File: config.mk
export PLATFORM = sky130hd
export DESIGN_NAME = bcd_stopwatch_mux_flat
export DESIGN_NICKNAME = d
export VERILOG_FILES = /design/src/rtl/bcd_stopwatch_mux_if.sv /design/src/rtl/bcd_stopwatch_mux.sv /design/src/flat_wrapper.sv
export SDC_FILE = /design/constraint.sdc
export NUM_CORES = 1
export LEC_CHECK = 0
export CAP_MARGIN = 5
export CORE_ASPECT_RATIO = 0.8
export CORE_MARGIN = 2
export CORE_UTILIZATION = 55
export CTS_CLUSTER_SIZE = 16
export DETAILED_ROUTE_END_ITERATION = 10
export PLACE_DENSITY = 0.77
export SLEW_MARGIN = 10
export SYNTH_ARGS = -nofsm -noshare
export SYNTH_HDL_FRONTEND = slang
export SYNTH_SLANG_ARGS = --single-unit
File: constraint.sdc
create_clock -name clk -period 2.08 [get_ports clk]
set_input_delay 0.208 -clock clk [delete_from_list [all_inputs] [get_ports clk]]
set_output_delay 0.208 -clock clk [all_outputs]
set_load 0.005 [all_outputs]
File: src/rtl/bcd_stopwatch_mux_if.sv
// Stopwatch pin bundle: raw buttons in, display and status out.
`timescale 1ns/1ps
interface bcd_stopwatch_mux_if #(
  parameter int NDIGITS = 4
);
  logic                   btn_start;
  logic                   btn_stop;
  logic                   btn_clear;
  logic                   btn_lap;
  logic [6:0]             seg_n;
  logic                   dp_n;
  logic [NDIGITS-1:0]     dig_sel_n;
  logic [4*NDIGITS-1:0]   count_bcd;
  logic                   running;
  logic                   lap_hold;
  logic                   wrap;

  modport master (
    output btn_start, btn_stop, btn_clear, btn_lap,
    input  seg_n, dp_n, dig_sel_n, count_bcd,
    input  running, lap_hold, wrap
  );

  modport slave (
    input  btn_start, btn_stop, btn_clear, btn_lap,
    output seg_n, dp_n, dig_sel_n, count_bcd,
    output running, lap_hold, wrap
  );
endinterface

File: src/rtl/bcd_stopwatch_mux.sv
// BCD stopwatch core: debounced buttons, run/stop/clear FSM,
// lap freeze and a multiplexed common-anode 7-segment scanner.
`timescale 1ns/1ps
module bcd_stopwatch_mux #(
  parameter int NDIGITS  = 4,
  parameter int TICK_DIV = 1200000,
  parameter int SCAN_DIV = 1024,
  parameter int DEB_CYC  = 65536
) (
  input  logic                clk,
  input  logic                rst_n,
  bcd_stopwatch_mux_if.slave  bus
);

  localparam int TW = $clog2(TICK_DIV);
  localparam int SW = $clog2(SCAN_DIV);
  localparam int DW = $clog2(DEB_CYC);
  localparam int IW = $clog2(NDIGITS);
  localparam int CW = 4 * NDIGITS;

  localparam logic [TW-1:0] TICK_LAST = TW'(TICK_DIV - 1);
  localparam logic [SW-1:0] SCAN_LAST = SW'(SCAN_DIV - 1);
  localparam logic [DW-1:0] DEB_LAST  = DW'(DEB_CYC - 1);
  localparam logic [IW-1:0] IDX_LAST  = IW'(NDIGITS - 1);

  typedef enum logic [1:0] {
    IDLE,
    RUN,
    STOP
  } state_e;

  function automatic logic [6:0] hex7(input logic [3:0] d);
    logic [6:0] s;
    unique case (d)
      4'd0:    s = 7'h3F;
      4'd1:    s = 7'h06;
      4'd2:    s = 7'h5B;
      4'd3:    s = 7'h4F;
      4'd4:    s = 7'h66;
      4'd5:    s = 7'h6D;
      4'd6:    s = 7'h7D;
      4'd7:    s = 7'h07;
      4'd8:    s = 7'h7F;
      4'd9:    s = 7'h6F;
      default: s = 7'h00;
    endcase
    return s;
  endfunction

  // button order: 0 start, 1 stop, 2 clear, 3 lap
  logic [3:0]         btn_raw;
  logic [3:0]         sync1_q, sync1_d;
  logic [3:0]         sync2_q, sync2_d;
  logic [3:0]         deb_q, deb_d;
  logic [3:0][DW-1:0] dcnt_q, dcnt_d;
  logic [3:0]         press_q, press_d;

  state_e             state_q, state_d;
  logic [TW-1:0]      tick_q, tick_d;
  logic [CW-1:0]      count_q, count_d;
  logic [CW-1:0]      lap_q, lap_d;
  logic               hold_q, hold_d;
  logic               wrap_q, wrap_d;

  logic [SW-1:0]      scnt_q, scnt_d;
  logic [IW-1:0]      idx_q, idx_d;
  logic [6:0]         seg_q, seg_d;
  logic               dp_q, dp_d;
  logic [NDIGITS-1:0] dig_q, dig_d;

  logic               start_p, stop_p, clr_p, lap_p;
  logic               tick;
  logic               carry;
  logic               step;
  logic [CW-1:0]      src;

  assign btn_raw = {bus.btn_lap, bus.btn_clear,
                    bus.btn_stop, bus.btn_start};

  always_comb begin
    sync1_d = btn_raw;
    sync2_d = sync1_q;
    deb_d   = deb_q;
    dcnt_d  = dcnt_q;
    press_d = '0;
    for (int b = 0; b < 4; b++) begin
      if (sync2_q[b] == deb_q[b]) begin
        dcnt_d[b] = '0;
      end else if (dcnt_q[b] == DEB_LAST) begin
        dcnt_d[b]  = '0;
        deb_d[b]   = sync2_q[b];
        press_d[b] = sync2_q[b];
      end else begin
        dcnt_d[b] = dcnt_q[b] + DW'(1);
      end
    end
  end

  assign start_p = press_q[0];
  assign stop_p  = press_q[1];
  assign clr_p   = press_q[2];
  assign lap_p   = press_q[3];

  always_comb begin
    state_d = state_q;
    priority case (1'b1)
      clr_p:   state_d = IDLE;
      stop_p:  if (state_q == RUN) state_d = STOP;
      start_p: if (state_q != RUN) state_d = RUN;
      default: state_d = state_q;
    endcase
  end

  assign tick = (state_q == RUN) && (tick_q == TICK_LAST);

  always_comb begin
    tick_d  = tick_q;
    count_d = count_q;
    wrap_d  = 1'b0;
    carry   = 1'b0;
    if (clr_p || state_q == IDLE) begin
      tick_d = '0;
    end else if (state_q == RUN) begin
      tick_d = tick ? '0 : tick_q + TW'(1);
    end
    if (clr_p) begin
      count_d = '0;
    end else if (tick) begin
      carry = 1'b1;
      for (int k = 0; k < NDIGITS; k++) begin
        if (carry) begin
          if (count_q[4*k +: 4] == 4'd9) begin
            count_d[4*k +: 4] = 4'd0;
          end else begin
            count_d[4*k +: 4] = count_q[4*k +: 4] + 4'd1;
            carry = 1'b0;
          end
        end
      end
      wrap_d = carry;
    end
  end

  always_comb begin
    lap_d  = lap_q;
    hold_d = hold_q;
    if (clr_p) begin
      hold_d = 1'b0;
    end else if (lap_p && state_q != IDLE) begin
      if (!hold_q) begin
        lap_d  = count_q;
        hold_d = 1'b1;
      end else begin
        hold_d = 1'b0;
      end
    end
  end

  // the scan pointer names the digit shown at the next step
  assign step = (scnt_q == SCAN_LAST);
  assign src  = hold_q ? lap_q : count_q;

  always_comb begin
    scnt_d = step ? '0 : scnt_q + SW'(1);
    idx_d  = idx_q;
    seg_d  = seg_q;
    dp_d   = dp_q;
    dig_d  = dig_q;
    if (step) begin
      idx_d = (idx_q == IDX_LAST) ? '0 : idx_q + IW'(1);
      dig_d = ~(NDIGITS'(1) << idx_q);
      seg_d = ~hex7(src[{idx_q, 2'b00} +: 4]);
      dp_d  = !(int'(idx_q) == 2);
    end
  end

  always_ff @(posedge clk or negedge rst_n) begin
    if (!rst_n) begin
      sync1_q <= '0;
      sync2_q <= '0;
      deb_q   <= '0;
      dcnt_q  <= '0;
      press_q <= '0;
      state_q <= IDLE;
      tick_q  <= '0;
      count_q <= '0;
      lap_q   <= '0;
      hold_q  <= 1'b0;
      wrap_q  <= 1'b0;
      scnt_q  <= '0;
      idx_q   <= '0;
      seg_q   <= 7'h7F;
      dp_q    <= 1'b1;
      dig_q   <= '1;
    end else begin
      sync1_q <= sync1_d;
      sync2_q <= sync2_d;
      deb_q   <= deb_d;
      dcnt_q  <= dcnt_d;
      press_q <= press_d;
      state_q <= state_d;
      tick_q  <= tick_d;
      count_q <= count_d;
      lap_q   <= lap_d;
      hold_q  <= hold_d;
      wrap_q  <= wrap_d;
      scnt_q  <= scnt_d;
      idx_q   <= idx_d;
      seg_q   <= seg_d;
      dp_q    <= dp_d;
      dig_q   <= dig_d;
    end
  end

  assign bus.seg_n     = seg_q;
  assign bus.dp_n      = dp_q;
  assign bus.dig_sel_n = dig_q;
  assign bus.count_bcd = count_q;
  assign bus.running   = (state_q == RUN);
  assign bus.lap_hold  = hold_q;
  assign bus.wrap      = wrap_q;

endmodule

File: src/flat_wrapper.sv
// flat-port wrapper written by rule: the top's interface ports become plain ports
module bcd_stopwatch_mux_flat 
#(
  parameter int NDIGITS  = 4,
  parameter int TICK_DIV = 1200000,
  parameter int SCAN_DIV = 1024,
  parameter int DEB_CYC  = 65536
)
  (clk, rst_n, bus_btn_start, bus_btn_stop, bus_btn_clear, bus_btn_lap, bus_seg_n, bus_dp_n, bus_dig_sel_n, bus_count_bcd, bus_running, bus_lap_hold, bus_wrap);
  bcd_stopwatch_mux_if #(.NDIGITS(NDIGITS)) bus_i ();
  input  logic clk;
  input  logic rst_n;
  input wire logic [$bits(bus_i.btn_start)-1:0] bus_btn_start;
  input wire logic [$bits(bus_i.btn_stop)-1:0] bus_btn_stop;
  input wire logic [$bits(bus_i.btn_clear)-1:0] bus_btn_clear;
  input wire logic [$bits(bus_i.btn_lap)-1:0] bus_btn_lap;
  output wire logic [$bits(bus_i.seg_n)-1:0] bus_seg_n;
  output wire logic [$bits(bus_i.dp_n)-1:0] bus_dp_n;
  output wire logic [$bits(bus_i.dig_sel_n)-1:0] bus_dig_sel_n;
  output wire logic [$bits(bus_i.count_bcd)-1:0] bus_count_bcd;
  output wire logic [$bits(bus_i.running)-1:0] bus_running;
  output wire logic [$bits(bus_i.lap_hold)-1:0] bus_lap_hold;
  output wire logic [$bits(bus_i.wrap)-1:0] bus_wrap;
  assign bus_i.btn_start = bus_btn_start;
  assign bus_i.btn_stop = bus_btn_stop;
  assign bus_i.btn_clear = bus_btn_clear;
  assign bus_i.btn_lap = bus_btn_lap;
  assign bus_seg_n = bus_i.seg_n;
  assign bus_dp_n = bus_i.dp_n;
  assign bus_dig_sel_n = bus_i.dig_sel_n;
  assign bus_count_bcd = bus_i.count_bcd;
  assign bus_running = bus_i.running;
  assign bus_lap_hold = bus_i.lap_hold;
  assign bus_wrap = bus_i.wrap;
  bcd_stopwatch_mux #(.NDIGITS(NDIGITS), .TICK_DIV(TICK_DIV), .SCAN_DIV(SCAN_DIV), .DEB_CYC(DEB_CYC)) u_core (.clk(clk), .rst_n(rst_n), .bus(bus_i));
endmodule
* Word level (Yosys, flattened, before mapping)
Memory sizes are Yosys's and may differ from the RTL's. Cells that the tools add are included.
Operators by class: reduce and logical (&&, ||, !) cells 23, multiplexer cells 55, bitwise gates (word level) 7, eq/ne operators 19, shifts and indexed selects 2, $add $sub $neg 11
Operator list (number):
- two-way mux 16 bit | 11
- adder 16 x 1 -> 16 bit, second input constant | 4
- == test 16 bit, second input constant | 4
- two-way mux 21 bit | 3
- two-way mux 4 bit | 7
- two-way mux 1 bit | 26
- adder 21 x 1 -> 21 bit, second input constant | 1
- == test 21 bit, second input constant | 1
- adder 4 x 1 -> 4 bit, second input constant | 4
- == test 4 bit, second input constant | 4
- AND reduction 2 bit | 8
- indexed part select 16 x 5 -> 4 bit | 1
- nonzero test 2 bit | 7
- two-way mux 2 bit | 6
- adder 10 x 1 -> 10 bit, second input constant | 1
- == test 10 bit, second input constant | 1
- two-way mux 10 bit | 1
- two-way mux 7 bit | 1
- NOT 7 bit | 1
- nonzero test 3 bit | 2
- NOT 1 bit | 5
- == test 1 bit | 4
- == test 2 bit, second input constant | 2
- NOT 4 bit | 1
- other kinds (10) | 11
Word-level totals: bits in registers 161, memory bits (read-only) 112, memories 1, output and inout port bits 31, word-level logic and storage cells 143, input port bits 6
Memories:
- (name not given) | depth 16, width 7, read ports 1, clocked after Yosys merged registers in 0, write ports 0, line bcd_stopwatch_mux.sv:34 | unique case (d)

* Longest topological paths before layout
depth in word-level cells 13, mapped depth 9, gate-level depth less buffers 7

* Worst setup path after synthesis
No wires, ideal clock.
kind flip-flop to flip-flop, start register u_core.hold_q (netlist: u_core.bus.lap_hold), end register u_core.seg_q[4] (netlist: u_core.bus.seg_n[4]), cell stages (with the launch flop) 9, period minus slack after synthesis 2.315 ns, required time 2.020 ns, setup time 0.060 ns, data arrival time 2.255 ns, path buffers 1, setup slack -0.235 ns, cell sequence dfrtp_1 > buf_6 > mux4_2 > mux2i_1 > inv_1 > ha_1 > mux2_4 > a221oi_2 > a21o_1
On the way: cells in the longest elaborated chain, start to end 5
RTL lines:
- start, declared | line bcd_stopwatch_mux.sv:62 | logic hold_q, hold_d;
- start signal, assigned | line bcd_stopwatch_mux.sv:205 | hold_q <= hold_d;
- two-way mux 16 bit
- indexed part select 16 x 5 -> 4 bit | line bcd_stopwatch_mux.sv:172 | seg_d = ~hex7(src[{idx_q, 2'b00} +: 4]);
- memory read (16 x 7 bit)
- two-way mux 7 bit | line bcd_stopwatch_mux.sv:169 | if (step) begin
- NOT 7 bit | line bcd_stopwatch_mux.sv:172
- end signal, assigned | line bcd_stopwatch_mux.sv:209 | seg_q <= seg_d;
- end, declared | line bcd_stopwatch_mux.sv:67 | logic [6:0] seg_q, seg_d;
No other way between the ends. The select of a mux whose other input is x is not followed. A chain may end at the register's enable or synchronous reset.

* Final worst setup path
Same ends and word-level chain as after synthesis.

==> flow_summary.json <==
{
  "status": "finished with violations",
  "violations": "negative setup slack",
  "crit_type": "reg2reg",
  "fin_crit_ns": 2.18,
  "syn_area_um2": 7710,
  "postSynthAreaPerCell_um2": 10.5,
  "yosysSeqAreaShare_pct": 52.1,
  "gp_congestion": 0.848,
  "synth_top_cell_by_area": "dfrtp_1",
  "via_count": 5891,
  "grt_max_degree": 63,
  "die_h_um": 110,
  "finalCritPeriodShare_pct": 105,
  "first_global_vias": 5881,
  "endpoint_kind": "register",
  "met1Wirelength_mm": 7.39,
  "reg2reg_to": "u_core.bus.seg_n[4]$_DFFE_PN1N_",
  "power.switching_mw": 1.41,
  "rr_startpoint": "u_core.bus.lap_hold$_DFFE_PN0P_",
  "min_delay_path_depth": 1,
  "synth_cell_types": 56,
  "area_growth_pct": 26.9,
  "root_buffer": "clkbuf_16",
  "maxCapViolCount": 0,
  "start_util_pct": 56.5,
  "reg2regPathDepth": 8,
  "final_area_um2": 9790,
  "fmax_ghz": 0.459,
  "min-delay-start": "bus_btn_lap",
  "rrSetupSlack_ns": -0.1,
  "holdPathEnd": "u_core.sync1_q[3]$_DFF_PN0_",
  "core-area_um2": 13600,
  "synth-edff-count": 0,
  "slowest_delay_ns": 0.53,
  "dr_wl_met2_mm": 8.66,
  "clock-sinks": 160,
  "vias_per_cell": 5.63,
  "crit_arrival_ns": 2.56,
  "worst_slack_ns": -0.0985,
  "drc_errors": 0,
  "slew_viol_final": 0,
  "fill_cells": 881,
  "fin_nets": 882,
  "io_pins": 37,
  "tns_ns": -0.244,
  "synth_most_common_cell": "dfrtp_1",
  "yosys.area_share.xor_xnor_pct": 9.66,
  "peakVddDrop_mv": 0.607,
  "clkPwrFrac_pct": 48.4,
  "yosys.area.top_type_share_pct": 48.4,
  "yosys.area_share.simple_pct": 21.0,
  "seqPwrFrac_pct": 49.1,
  "sw_frac_of_total_pct": 21.9,
  "rows": 38,
  "top_layer": "met4",
  "cp-start-kind": "register",
  "clk_path_buf_depth": 2,
  "synth.mux.area_fraction_pct": 6.54,
  "cts_buffers": 17,
  "wl_met3_um": 803,
  "io_buffers": 36,
  "p_int_mw": 5.03,
  "synth_common_cells": "dfrtp_1 (149), nor2_1 (121), nand2_1 (62)",
  "drt-initial-drc-count": 339,
  "num_antenna_cells": 0,
  "ys.flop_type": "dfrtp_1",
  "worstMarginPinSlew_ns": 0.520,
  "relSlewSlack_pct": 65.3,
  "synth_adder_area_share_pct": 3.73,
  "fin_cells": 1046,
  "drive_gt1_share_pct": 22.1,
  "grt-ovfl-total": 0,
  "drt-total-wl_mm": 17.2,
  "antenna_left": 0,
  "final_core_util_pct": 71.7,
  "regArea_um2": 4020,
  "finalSetupViolCount": 8,
  "synthArstFlopShare_pct": 100,
  "rsz0062_at_grt": "true",
  "grt_pass1_wl_mm": 27.6,
  "syn-num-nets": 760,
  "synth_compound_area_share_pct": 4.87,
  "place_area_um2": 8840,
  "final_hold_viol_count": 0,
  "first_pass_iters": 5,
  "cts_max_level": 4,
  "preCtsSetupSlack_ns": -0.0835,
  "hold_slack_ns": 0.210,
  "power_density_nw_per_um2": 658,
  "hpwlAfterDp_mm": 11.5,
  "die-area_um2": 15000,
  "multi_input_area_um2": 3750,
  "crit_fanout": 6,
  "comb_power_share_pct": 2.4,
  "antenna_found_initial": 0,
  "p_total_mw": 6.44,
  "syn_inst": 731,
  "cts_tree": "done",
  "crit_chain": "buf_12 -> mux4_2 -> mux2i_4 -> inv_2 -> ha_4 -> mux2_4 -> a221oi_2 -> a21o_1",
  "cp_slowest_cell": "mux4_2",
  "yosysWarnings": 0,
  "clk_pin_slew_ns": 0.06,
  "p_leak_nw": 4.27,
  "cp.required_ns": 2.46,
  "place_inst": 997,
  "die_x_um": 136,
  "drt-wirelength-per-cell_um": 16.4,
  "hp-class": "in2reg",
  "synth-seq-cells": 160,
  "clock_skew_ns": 0.00639,
  "clk-insertion-delay-late_ns": 0.43,
  "synth_area_leaders": "dfrtp_1 (48%), nor2_1 (5.9%), xor2_1 (5.3%), xnor2_1 (4.3%), dfstp_2 (3.7%)",
  "synth_top_family_by_area": "simple AND/OR/NAND/NOR gates",
  "grt_use_total_pct": 23.8
}
==> area by class of cell <==
type                            instances  area share, %
Clock buffer                           20           4.67
Sequential cell                       160           41.1
Multi-Input combinational cell        535           38.3
Timing Repair Buffer                  121           11.6
Inverter                               18          0.690
Clock inverter                         12           1.37
Tap cell                              180           2.30
==> registers in the layout, summed over array words and instances, names as in the netlist, 7 cells and up <==
name / cells
u_core.tick_q: 21
u_core.scnt_q: 10
u_core.bus.count_bcd: 16
u_core.lap_q: 16
u_core.dcnt_q: 64
u_core.bus.seg_n: 7
==> critical path: cells and delay by family (launching register included) <==
kind	cells	cell delay (ns)
compound gates	2	0.35
fa+ha+maj	1	0.16
buf+inv	2	0.20
flops	1	0.42
mux	3	0.98
==> placed cells by master (no fill, tap or decap), types with 7 or more instances in the layout <==
| master | netlist | layout |
|---|---|---|
| dfrtp_1 | 149 | 148 |
| nor2_1 | 121 | 118 |
| buf_4 | 1 | 71 |
| nand2_1 | 62 | 60 |
| xor2_1 | 47 | 47 |
| xnor2_1 | 38 | 38 |
| nand3_1 | 38 | 38 |
| clkdlybuf4s50_1 | 0 | 35 |
| nand4_1 | 23 | 23 |
| o21ai_0 | 25 | 23 |
| ha_1 | 23 | 20 |
| clkbuf_16 | 0 | 18 |
| inv_1 | 17 | 16 |
| and3_1 | 17 | 16 |
| mux2_2 | 16 | 15 |
| mux2i_1 | 14 | 12 |
| dfstp_2 | 11 | 11 |
| and4_1 | 10 | 10 |
| nor3b_1 | 8 | 8 |
| a21oi_1 | 16 | 8 |
| buf_12 | 0 | 8 |
| nand2b_1 | 7 | 7 |
| or3_1 | 11 | 7 |
| a21oi_2 | 0 | 7 |
==> power groups by stage <==
| stage | clock (mW) | combinational [mW] | sequential (mW) |
|---|---|---|---|
| 3_5_place_dp | 0 | 0.159 | 3.22 |
| 4_1_cts | 3.16 | 0.162 | 3.16 |
| 6_report | 3.12 | 0.156 | 3.16 |
| 5_1_grt | 3.30 | 0.181 | 3.16 |
| 2_1_floorplan | 0 | 0.0494 | 3.21 |
| 3_3_place_gp | 0 | 0.153 | 3.22 |
==> repair_timing <==
action / CTS / global route
hold buffers: 1 / 0
gates cloned: 0 / 1
pin swaps: 2 / 19
endpoints found under the hold margin: 53 / 0
setup endpoints to repair: 13 / 21
resized for setup: 6 / 42
buffers inserted: 6 / 9
==> worst max path at each step <==
stage / slack, ns / cells after the start / from / endpoint
after floorplan: -0.05 / 8 / u_core.bus.lap_hold$_DFFE_PN0P_ / u_core.bus.seg_n[4]$_DFFE_PN1N_
after global placement: -0.01 / 8 / u_core.bus.lap_hold$_DFFE_PN0P_ / u_core.bus.seg_n[4]$_DFFE_PN1N_
after detailed placement: -0.08 / 6 / u_core.bus.lap_hold$_DFFE_PN0P_ / u_core.bus.seg_n[4]$_DFFE_PN1N_
after CTS: -0.09 / 8 / u_core.bus.lap_hold$_DFFE_PN0P_ / u_core.bus.seg_n[4]$_DFFE_PN1N_
after global routing: -0.18 / 6 / u_core.tick_q[9]$_DFFE_PN0P_ / u_core.bus.count_bcd[15]$_DFFE_PN0P_
final: -0.1 / 8 / u_core.bus.lap_hold$_DFFE_PN0P_ / u_core.bus.seg_n[4]$_DFFE_PN1N_
==> kinds of logic after synthesis <==
| logic type | after synthesis |
|---|---|
| xor+xnor | 85 |
| buf+inv | 36 |
| fa+ha+maj | 23 |
| mux | 38 |
| compound gates | 62 |
| flops | 160 |
| simple gates | 327 |
==> per-layer routing <==
metal	GRT usage (%)	vias up
met2	39.4	156
met5	0	-
met3	5.12	31
li1	-	2766
met4	10.5	0
met1	30.6	2938
No activity file was read; power rests on OpenSTA's default activity.
==> edit, RTL diff (config.mk and constraints unchanged) <==
`TICK_DIV` is set to 1200000 in 2 places; all go to 2400000.
--- a/src/rtl/bcd_stopwatch_mux.sv
+++ b/src/rtl/bcd_stopwatch_mux.sv
@@ -3,7 +3,7 @@
 `timescale 1ns/1ps
 module bcd_stopwatch_mux #(
   parameter int NDIGITS  = 4,
-  parameter int TICK_DIV = 1200000,
+  parameter int TICK_DIV = 2400000,
   parameter int SCAN_DIV = 1024,
   parameter int DEB_CYC  = 65536
 ) (
--- a/src/flat_wrapper.sv
+++ b/src/flat_wrapper.sv
@@ -2,7 +2,7 @@
 module bcd_stopwatch_mux_flat 
 #(
   parameter int NDIGITS  = 4,
-  parameter int TICK_DIV = 1200000,
+  parameter int TICK_DIV = 2400000,
   parameter int SCAN_DIV = 1024,
   parameter int DEB_CYC  = 65536
 )
Function: no difference found for any inputs over 10 cycles, from zero or initial values and one cycle with rst_n low; that may be too few to reach the edited logic, so the function may still have changed.
==> edit against the unedited design <==
- non-clock buffer count down 9
- total power down 5.5%
- final cell count is 0.38% higher
- largest cell class unchanged
- fmax up 2.3%
- combinational power hardly changed
- global-route usage up 0.51 points
- die area grew 0.91%
- synthesized area increased by 0.94%
- the run still ends with negative setup slack left
- routed wire length up 0.68%
- worst hold slack better by 0.023 ns
- sequential cell count up 1
- final area fell by 2.4%
- critical endpoint unchanged
- setup slack improved by 0.050 ns
==> edit: results (changes against the unedited design) <==
| Metric | Value |
|---|---|
| Synth Instances | 748 (+2.3%) |
| Sequential fraction of the synthesis area | 51.9% (-0.16 points) |
| Routed WL per cell | 16.5 um (+0.30%) |
| Seq pwr share | 52.4% (+3.3 points) |
| Routability cong. | 0.888 (+4.6%) |
| WHS Endpoint | u_core.sync1_q[2] |
| Status | complete, but fails checks |
| Synth area leaders | dfrtp_1 (48%), nor2_1 (5.7%), xor2_1 (5.1%) |
| Worst endpoint data arrival time | 2.49 ns (-0.07 ns) |
| Lkg Pwr | 0.00418 uW (-2.2%) |
| HPWL Detailed | 11800 um (+2.3%) |
| Met3 GRT Util | 5.12% (about the same) |
| Hold_ws | 0.233 ns (+0.0232 ns) |
| Largest net degree at the start of global routing | 54 (-14%) |
| Total Nets Final | 887 (+0.57%) |
| Met1 Use GR | 33.3% (+2.8 points) |
| Int Pwr | 4780 uW (-4.9%) |
| Skew final | 0.00885 ns (+0.00246 ns) |
| Wire length on met3 | 917 um (+14%) |
| Violated checks | negative setup slack |
| Commonest cells post-synth | dfrtp_1 (150), nor2_1 (119), nand2_1 (54) |
| Placed cell area | 8870 sq um (+0.33%) |
| Synth async-reset ratio | 100% (unchanged) |
| DR pass1 iterations | 8 (+3) |
| Netlist cell types | 55 (-1.8%) |
| Setup violations, final | 2 (-6) |
| Grt met2 use | 39.5% (+0.11 points) |
| HP Start | bus_btn_clear |
| First-pass GRT wire length | 28500 um (+3.0%) |
| Total GRT Usage | 24.3% (+0.51 points) |
| Vias | 6008 (+2.0%) |
| Biggest regs | u_core.dcnt_q x64, u_core.tick_q x22 |
| Final worst slack | -0.0489 ns (+0.0495 ns) |
| Finished Layout Cells | 1050 (+0.38%) |
| Placed Cells | 1011 (+1.4%) |
| Vias in the first global route | 5871 (-0.17%) |
| Sw Ratio | 21.4% (-0.51 points) |
| VDD IR max | 0.624 mV (+2.9%) |
| Routed met2 length | 8470 um (-2.1%) |
| Slew margin rel. | 59.3% (-6.0 points) |
| Clk. pwr | 2740 uW (-12%) |
| Placement Setup Slack | -0.0586 ns (+0.0249 ns) |
| Syn_nets | 777 (+2.2%) |
-- edit: logic make-up after synthesis --
group | after synthesis | share of synthesized area (%)
compound gates | 79 | 6.00
flops | 161 | 51.9
mux | 36 | 5.88
fa+ha+maj | 23 | 3.70
simple gates | 330 | 21.4
xor+xnor | 79 | 8.89
buf+inv | 40 | 2.14
-- edit: area by class of cell --
cell class	instances	area (sq um)
Inverter	19	76.3
Fill cell	932	4140
Tap cell	180	225
Multi-Input combinational cell	547	3690
Clock buffer	24	472
Timing Repair Buffer	112	1010
Sequential cell	161	4040
Clock inverter	7	36.3
-- edit: timing repair --
action,4_1_cts,5_1_grt
gates resized for setup,2,28
gates cloned,0,0
hold buffers,1,0
setup endpoints to repair,8,27
setup buffers,0,7
endpoints found under the hold margin,49,0
pin swaps,1,8
